--- config.mk ---
export PLATFORM = sky130hd
export DESIGN_NAME = fir_coeff_loader
export DESIGN_NICKNAME = d
export VERILOG_FILES = /design/src/rtl/fir_coeff_loader.sv
export SDC_FILE = /design/constraint.sdc
export NUM_CORES = 1
export LEC_CHECK = 0
export CORE_ASPECT_RATIO = 0.75
export CORE_UTILIZATION = 45
export DETAILED_ROUTE_END_ITERATION = 10
export HOLD_SLACK_MARGIN = 0.06
export PLACE_DENSITY = 0.67
export SYNTH_ARGS = -nofsm -noshare
export SYNTH_HDL_FRONTEND = slang
export SYNTH_SLANG_ARGS = --single-unit
--- constraint.sdc ---
create_clock -name clk -period 26 [get_ports clk]
set_input_delay 6.5 -clock clk [delete_from_list [all_inputs] [get_ports clk]]
set_output_delay 6.5 -clock clk [all_outputs]
set_load 0.005 [all_outputs]
--- src/rtl/fir_coeff_loader.sv ---
// fir_coeff_loader: serial coefficient loader for the direct-form FIR.
// A frame of NUM_TAPS coefficients is assembled in a shadow bank. The full
// set is copied into the active bank (tap_coeffs) in a single edge on a
// sample-boundary strobe, so the filter never sees a partial set.
//
// Ports:
//   clk, rst          clock, asynchronous active-high reset
//   cfg_valid/ready   beat handshake (beat accepted on valid & ready)
//   cfg_data          signed coefficient; beat k of a frame targets tap k
//   cfg_first/last    frame delimiters (tap 0 / tap NUM_TAPS-1)
//   cfg_abort         discard any frame in progress or pending swap
//   swap_en           sample-boundary strobe enabling shadow->active copy
//   tap_coeffs        active coefficient bank, registered
//   busy              frame loading or swap pending
//   load_done         one-cycle pulse after the active bank updates
//   load_err          one-cycle pulse on a malformed frame
module fir_coeff_loader #(
    parameter int unsigned TAP_COEFF_WIDTH = 5,
    parameter int unsigned NUM_TAPS        = 50,
    parameter int unsigned IDX_WIDTH       = 6
) (
    input  logic                              clk,
    input  logic                              rst,
    input  logic                              cfg_valid,
    output logic                              cfg_ready,
    input  logic signed [TAP_COEFF_WIDTH-1:0] cfg_data,
    input  logic                              cfg_first,
    input  logic                              cfg_last,
    input  logic                              cfg_abort,
    input  logic                              swap_en,
    output logic signed [TAP_COEFF_WIDTH-1:0] tap_coeffs [NUM_TAPS],
    output logic                              busy,
    output logic                              load_done,
    output logic                              load_err
);

    typedef enum logic [1:0] {IDLE, LOAD, WAIT_SWAP} state_t;

    localparam logic [IDX_WIDTH-1:0] LAST_IDX = IDX_WIDTH'(NUM_TAPS - 1);

    state_t                             state;
    logic [IDX_WIDTH-1:0]               idx;
    logic signed [TAP_COEFF_WIDTH-1:0]  shadow [NUM_TAPS];
    logic                               beat;

    // Ready is derived from state so a pending swap back-pressures the source.
    assign cfg_ready = (state != WAIT_SWAP) && !rst;
    assign beat      = cfg_valid && cfg_ready;

    // Loader FSM, shadow bank and active bank.
    always_ff @(posedge clk or posedge rst) begin
        if (rst) begin
            state     <= IDLE;
            idx       <= '0;
            busy      <= 1'b0;
            load_done <= 1'b0;
            load_err  <= 1'b0;
            for (int i = 0; i < int'(NUM_TAPS); i++) begin
                shadow[i]     <= '0;
                tap_coeffs[i] <= '0;
            end
        end else begin
            load_done <= 1'b0;
            load_err  <= 1'b0;
            if (cfg_abort) begin
                // Abort beats everything; in IDLE this also leaves any beat unconsumed.
                state <= IDLE;
                idx   <= '0;
                busy  <= 1'b0;
            end else begin
                case (state)
                    IDLE: begin
                        if (beat) begin
                            if (!cfg_first || cfg_last) begin
                                load_err <= 1'b1;
                            end else begin
                                shadow[0] <= cfg_data;
                                idx       <= IDX_WIDTH'(1);
                                state     <= LOAD;
                                busy      <= 1'b1;
                            end
                        end
                    end
                    LOAD: begin
                        if (beat) begin
                            if (cfg_first) begin
                                // Restart: the new frame replaces the partial one.
                                shadow[0] <= cfg_data;
                                idx       <= IDX_WIDTH'(1);
                                load_err  <= 1'b1;
                            end else if ((idx == LAST_IDX) && cfg_last) begin
                                shadow[idx] <= cfg_data;
                                state       <= WAIT_SWAP;
                            end else if ((idx == LAST_IDX) || cfg_last) begin
                                // Length mismatch: drop the frame, write nothing.
                                load_err <= 1'b1;
                                state    <= IDLE;
                                idx      <= '0;
                                busy     <= 1'b0;
                            end else begin
                                shadow[idx] <= cfg_data;
                                idx         <= idx + IDX_WIDTH'(1);
                            end
                        end
                    end
                    WAIT_SWAP: begin
                        if (swap_en) begin
                            for (int i = 0; i < int'(NUM_TAPS); i++) begin
                                tap_coeffs[i] <= shadow[i];
                            end
                            load_done <= 1'b1;
                            state     <= IDLE;
                            idx       <= '0;
                            busy      <= 1'b0;
                        end
                    end
                    default: begin
                        state <= IDLE;
                        idx   <= '0;
                        busy  <= 1'b0;
                    end
                endcase
            end
        end
    end

endmodule

# ---- Word level (Yosys, flattened, before mapping)
# Cells that the tools add are included.
# W data, S select, Z words.
dict set report classes {
  n_reduce_logical 16
  n_lt_le_gt_ge 2
  n_bitwise 3
  muxes 49
  eq_ne 18
  add_sub_neg 1
}
# op count
set ops {}
lappend ops {{$mux W250} 3}
lappend ops {{$bwmux W250} 1}
lappend ops {{$mux W245} 1}
lappend ops {{$mux W6} 8}
lappend ops {{$demux W5 S6} 1}
lappend ops {{$ne A3 B3 Y1 const B} 7}
lappend ops {{$mux W5} 4}
lappend ops {{$mux W1} 18}
lappend ops {{$pmux W6 S3} 1}
lappend ops {{$mux W2} 8}
lappend ops {{$ne A4 B4 Y1 const B} 3}
lappend ops {{$reduce_and A6 Y1} 2}
lappend ops {{$ne A2 B2 Y1 const B} 5}
lappend ops {{$pmux W5 S2} 1}
lappend ops {{$reduce_and A5 Y1} 2}
lappend ops {{$ge A7 B7 Y1 const B} 1}
lappend ops {{$lt A7 B1 Y1 const B} 1}
lappend ops {{$not A6 Y7} 1}
lappend ops {{$reduce_and A7 Y1} 1}
lappend ops {{$add A6 B1 Y6 const B} 1}
lappend ops {{$eq A6 B6 Y1 const B} 1}
lappend ops {{$pmux W2 S3} 1}
lappend ops {{$logic_and A1 B1 Y1} 4}
lappend ops {{$pmux W1 S3} 1}
lappend ops {{other kinds (9)} 12}
dict set report word_totals {
  in_bits 12
  word_cells 194
  regBits 511
}

# ---- Depth between registers and ports, before layout
dict set report depth {
  word_depth 11
  depth_mapped 11
  ltp_nobuf 9
}

# ---- Worst setup path after synthesis
# Ideal clock, no wire load.
dict set report synth_path {
  path_kind {input to output}
  from {input rst}
  to {output cfg_ready}
  cell_stages 2
  t_arrival_ns 6.785
  n_path_buf 1
  setup_slack_ns 12.715
  path_cell_list {clkbuf_1 > nor2_1}
}
dict set report synth_between {
  elab_chain_len 2
}
# element line
set synth_rtl {}
lappend synth_rtl {{start: declaration} 23} ;# input logic rst,
lappend synth_rtl {{$logic_not A1 Y1 (no line)} n/a}
lappend synth_rtl {{$logic_and A1 B1 Y1} 47} ;# assign cfg_ready = (state != WAIT_SWAP) && !rst;
lappend synth_rtl {{end: declaration} 25} ;# output logic cfg_ready,
# Every way passes these cells.

# ---- Worst setup path after layout
# Ends and elaborated chain as after synthesis.

==> flow_summary.html <==
<table>
<tr><th>Metric</th><th>Value</th></tr>
<tr><th colspan="2">Run status</th></tr>
<tr><td>Result of the run</td><td>finished, final reports clean</td></tr>
<tr><th colspan="2">GRT</th></tr>
<tr><td>Total routing usage reported by global routing</td><td>about a fifth</td></tr>
<tr><td>Global-route wire length before repair</td><td>69800 um</td></tr>
<tr><td>Initial antenna violation count</td><td>1</td></tr>
<tr><td>Grt total ovfl</td><td>0</td></tr>
<tr><td>Pin count of the biggest net entering global routing</td><td>around 190</td></tr>
<tr><td>Number of global-route vias before repair</td><td>11500</td></tr>
<tr><th colspan="2">Finish</th></tr>
<tr><td>Post-route cell area</td><td>between 0.02 and 0.025 mm2</td></tr>
<tr><td>Fill count</td><td>approximately 3400</td></tr>
<tr><td>Utilization after layout</td><td>57.3%</td></tr>
<tr><td>Area added between synthesis and finish</td><td>24.0%</td></tr>
<tr><td>Layout Nets</td><td>1505</td></tr>
<tr><td>Layout Cells excl Fill</td><td>2091</td></tr>
<tr><td>Fraction of final layout cells with drive strength greater than 1</td><td>40.0%</td></tr>
<tr><th colspan="2">Floorplanning</th></tr>
<tr><td>Initial Util</td><td>around 46%</td></tr>
<tr><td>Site row count</td><td>65</td></tr>
<tr><td>DIE AREA</td><td>about 0.045 mm2</td></tr>
<tr><td>I/O Pins</td><td>266</td></tr>
<tr><td>Floorplan core area</td><td>0.0426 mm2</td></tr>
<tr><td>Die Height</td><td>around 180 um</td></tr>
<tr><td>Die Width</td><td>about 240 um</td></tr>
<tr><th colspan="2">Placed design</th></tr>
<tr><td>Detail Placement HPWL</td><td>27800 um</td></tr>
<tr><td>Dpl cell area</td><td>0.0228 mm2</td></tr>
<tr><td>Dpl cells</td><td>around 2000</td></tr>
<tr><td>Number of I/O port buffers</td><td>265</td></tr>
<tr><td>Weighted congestion at the end of routability-driven global placement</td><td>0.812</td></tr>
<tr><th colspan="2">Pwr</th></tr>
<tr><td>Total power</td><td>1.55 mW</td></tr>
<tr><td>Total power per unit cell area</td><td>63.2 mW/mm2</td></tr>
<tr><td>Net switching power</td><td>0.324 mW</td></tr>
<tr><td>Portion of total power attributed to sequential cells</td><td>51.9%</td></tr>
<tr><td>P_int</td><td>1.22 mW</td></tr>
<tr><td>Worst-case vdd ir drop</td><td>0.0427 mV</td></tr>
<tr><td>Logic pwr share</td><td>2.5%</td></tr>
<tr><td>Leakage</td><td>11.9 nW</td></tr>
<tr><td>Net switching share of the total power</td><td>between 20% and 30%</td></tr>
<tr><td>Clk pwr share</td><td>between 40% and 50%</td></tr>
<tr><th colspan="2">Timing</th></tr>
<tr><td>Final count of hold timing violations</td><td>0</td></tr>
<tr><td>Achievable frequency</td><td>69.7 MHz</td></tr>
<tr><td>Setup Viol. Count Final</td><td>0</td></tr>
<tr><td>Slew headroom</td><td>22.2%</td></tr>
<tr><td>Setup TNS</td><td>0 ns</td></tr>
<tr><td>Final period utilization</td><td>55.2%</td></tr>
<tr><td>Worst-margin pin slew</td><td>1.17 ns</td></tr>
<tr><td>Number of pins with negative max-slew slack in the final report</td><td>0</td></tr>
<tr><td>Setup repair after global routing missed its margin</td><td>false</td></tr>
<tr><td>Post-route minimum period</td><td>14.34 ns</td></tr>
<tr><td>Largest clock skew in the final design</td><td>0.0167 ns</td></tr>
<tr><th colspan="2">Synthesis</th></tr>
<tr><td>Combinational family with the most area after synthesis</td><td>multiplexers</td></tr>
<tr><td>Most frequent cell after synthesis</td><td>sky130_fd_sc_hd__dfrtp_1</td></tr>
<tr><td>Prevailing post-synth register cell</td><td>sky130_fd_sc_hd__dfrtp_1</td></tr>
<tr><td>Net count after synthesis</td><td>1249</td></tr>
<tr><td>Number of warnings reported in the yosys synthesis log</td><td>0</td></tr>
<tr><td>Compound-cell area share of the yosys netlist</td><td>0.743%</td></tr>
<tr><td>Dominant cells by area after synthesis</td><td>sky130_fd_sc_hd__dfrtp_1 65%, sky130_fd_sc_hd__mux2_2 28%, sky130_fd_sc_hd__buf_2 0.86%</td></tr>
<tr><td>#FFs+latches synth</td><td>between 500 and 600</td></tr>
<tr><td>Fraction of synthesized cell area in xor and xnor cells</td><td>0%</td></tr>
<tr><td>Mux contribution to synthesized area</td><td>28.9%</td></tr>
<tr><td>Async set-reset flop share out of synthesis</td><td>100%</td></tr>
<tr><td>Post-synth EDFFs</td><td>0</td></tr>
<tr><td>Cell type contributing the most total cell area after synthesis</td><td>sky130_fd_sc_hd__dfrtp_1</td></tr>
<tr><td>Synth top cells by count</td><td>511 x sky130_fd_sc_hd__dfrtp_1, 492 x sky130_fd_sc_hd__mux2_2, 36 x sky130_fd_sc_hd__clkbuf_1</td></tr>
<tr><td>Adder-cell share of the synthesized area</td><td>0.254%</td></tr>
<tr><td>Per-instance average area after synthesis</td><td>16.0 um2</td></tr>
<tr><td>Synthesized-area fraction occupied by and/or/nand/nor cells</td><td>3.42%</td></tr>
<tr><td>Top-area cell type share of the netlist area</td><td>64.9%</td></tr>
<tr><td>Netlist cell types</td><td>39</td></tr>
<tr><td>Instance count of the mapped netlist</td><td>1233</td></tr>
<tr><td>Synthesized area</td><td>just under 0.02 mm2</td></tr>
<tr><td>Sequential-to-total area share from yosys stat</td><td>~65%</td></tr>
<tr><th colspan="2">Drt</th></tr>
<tr><td>DRC violations left</td><td>0</td></tr>
<tr><td>Routed WL</td><td>44600 um</td></tr>
<tr><td>Initial DRC count</td><td>534</td></tr>
<tr><td>Wirelength per Cell</td><td>between 20 and 25 um</td></tr>
<tr><td>First-pass iteration count of the detailed router</td><td>4</td></tr>
<tr><td>Vias/cell</td><td>5.29</td></tr>
<tr><td>Via count</td><td>11100</td></tr>
<tr><td>Final antenna-violating net count</td><td>0</td></tr>
<tr><th colspan="2">Worst setup path</th></tr>
<tr><td>Depth of the worst register-to-register path</td><td>5</td></tr>
<tr><td>Worst Path Arrival</td><td>7.84 ns</td></tr>
<tr><td>Kind of launch point of the worst setup path</td><td>input pin</td></tr>
<tr><td>Category of the most critical setup path</td><td>in -&gt; out</td></tr>
<tr><td>Critical path endpoint category</td><td>output pin</td></tr>
<tr><td>Worst-path maximum fanout</td><td>8</td></tr>
<tr><td>Required time worst endpoint</td><td>19.50 ns</td></tr>
<tr><th colspan="2">Clock network</th></tr>
<tr><td>Clock Tree Root</td><td>sky130_fd_sc_hd__clkbuf_16</td></tr>
<tr><td>CTS sink count</td><td>approximately 500</td></tr>
<tr><td>Clock latency of the later-clocked register in the worst-skew pair</td><td>approximately 0.56 ns</td></tr>
<tr><td>Post-cts hold buffer count</td><td>0</td></tr>
<tr><td>Number of buffers created by CTS</td><td>50</td></tr>
<tr><td>CTS resizes</td><td>0</td></tr>
<tr><td>Total setup buffers inserted after CTS</td><td>0</td></tr>
<tr><td>Maximum buffer depth of the clock tree</td><td>3</td></tr>
<tr><td>TritonCTS clock tree</td><td>built</td></tr>
<tr><td>Clock edge transition at the registers on the reported setup and hold paths</td><td>0.06 ns</td></tr>
<tr><td>H-tree lvl count</td><td>2</td></tr>
<tr><th colspan="2">Min path</th></tr>
<tr><td>Number of instances on the worst hold path</td><td>1</td></tr>
<tr><td>Type of the worst min-delay path</td><td>reg -&gt; reg</td></tr>
<tr><th colspan="2">Run</th></tr>
<tr><td>Number of max-capacitance violations reported</td><td>0</td></tr>
</table>
[layout make-up]
| type | instances | area, um2 | share of cell area, % |
|---|---|---|---|
| inverter | 8 | 37.5 | 0.154 |
| clock inverter | 11 | 115 | 0.471 |
| tap | 569 | 712 | 2.91 |
| clock buffer | 73 | 1490 | 6.09 |
| sequential | 511 | 12800 | 52.3 |
| multi-input combinational | 641 | 6570 | 26.9 |
| antenna | 1 | 2.50 | 0.0102 |
| timing repair buffer | 277 | 2730 | 11.2 |
[critical path, cell delays in order]
cell	delay [ns]
sky130_fd_sc_hd__clkdlybuf4s50_1	0.64
sky130_fd_sc_hd__nor2_1	0.19
sky130_fd_sc_hd__clkdlybuf4s50_1	0.51
[kinds of logic after synthesis]
family	count (synthesis)
flip-flops	511
multiplexers	502
AND/OR/NAND/NOR	113
buffers and inverters	81
AO/OA/AOI/OAI	22
adder cells (fa/ha/maj)	4
[routing by layer]
layer  part of all wire [%]  GRT usage, %  vias to the layer above  wire [um]
met5                      0             0                        -          0
li1                       -             -                     4876          -
met2                     47          31.8                      226      21200
met1                     46          29.1                     5900      20600
met4                    1.4          4.80                        0        636
met3                    5.0          4.55                       49       2250
[power groups by stage]
stage / Clock (mW) / Combinational, mW / Sequential, mW
after floorplan: 0 / 0.0250 / 0.816
after global placement: 0 / 0.0391 / 0.816
after detailed placement: 0 / 0.0399 / 0.817
after CTS: 0.724 / 0.0399 / 0.802
after global routing: 0.757 / 0.0433 / 0.802
final: 0.704 / 0.0382 / 0.802
[path summary, 6_finish.rpt]
| check | startpoint | to | slack [ns] |
|---|---|---|---|
| setup / recovery | rst | cfg_ready | 11.66 |
| max in group asynchronous | rst | tap_coeffs[125] | 16.14 |
| min in group asynchronous | rst | shadow[178] | 6.70 |
| hold / removal | shadow[66] | tap_coeffs[66] | 0.50 |
| setup reg to reg | state[1] | tap_coeffs[69] | 22.18 |
| hold reg to reg | shadow[66] | tap_coeffs[66] | 0.50 |
[cells in the final DEF, fill, tap and decap left out, drive strengths merged, types with 10 or more instances in the layout]
master,n
dfrtp,511
nand3,19
inv,10
nor3,12
nor2,33
clkbuf,73
buf,17
mux2,502
clkdlybuf4s50,260
[flip-flops by register name, summed over array words and instances, names as in the netlist]
signal,flops
load_err,1
busy,1
state,2
idx,6
shadow,250
tap_coeffs,250
load_done,1
[per-stage QoR]
step,setup WS [ns],hold slack [ns]
2_1_floorplan,5.07,0.474
3_3_place_gp,11.65,0.481
3_5_place_dp,11.64,0.485
4_1_cts,11.64,0.500
5_1_grt,11.60,0.508
6_report,11.66,0.498
No activity file was read; power rests on OpenSTA's default activity.
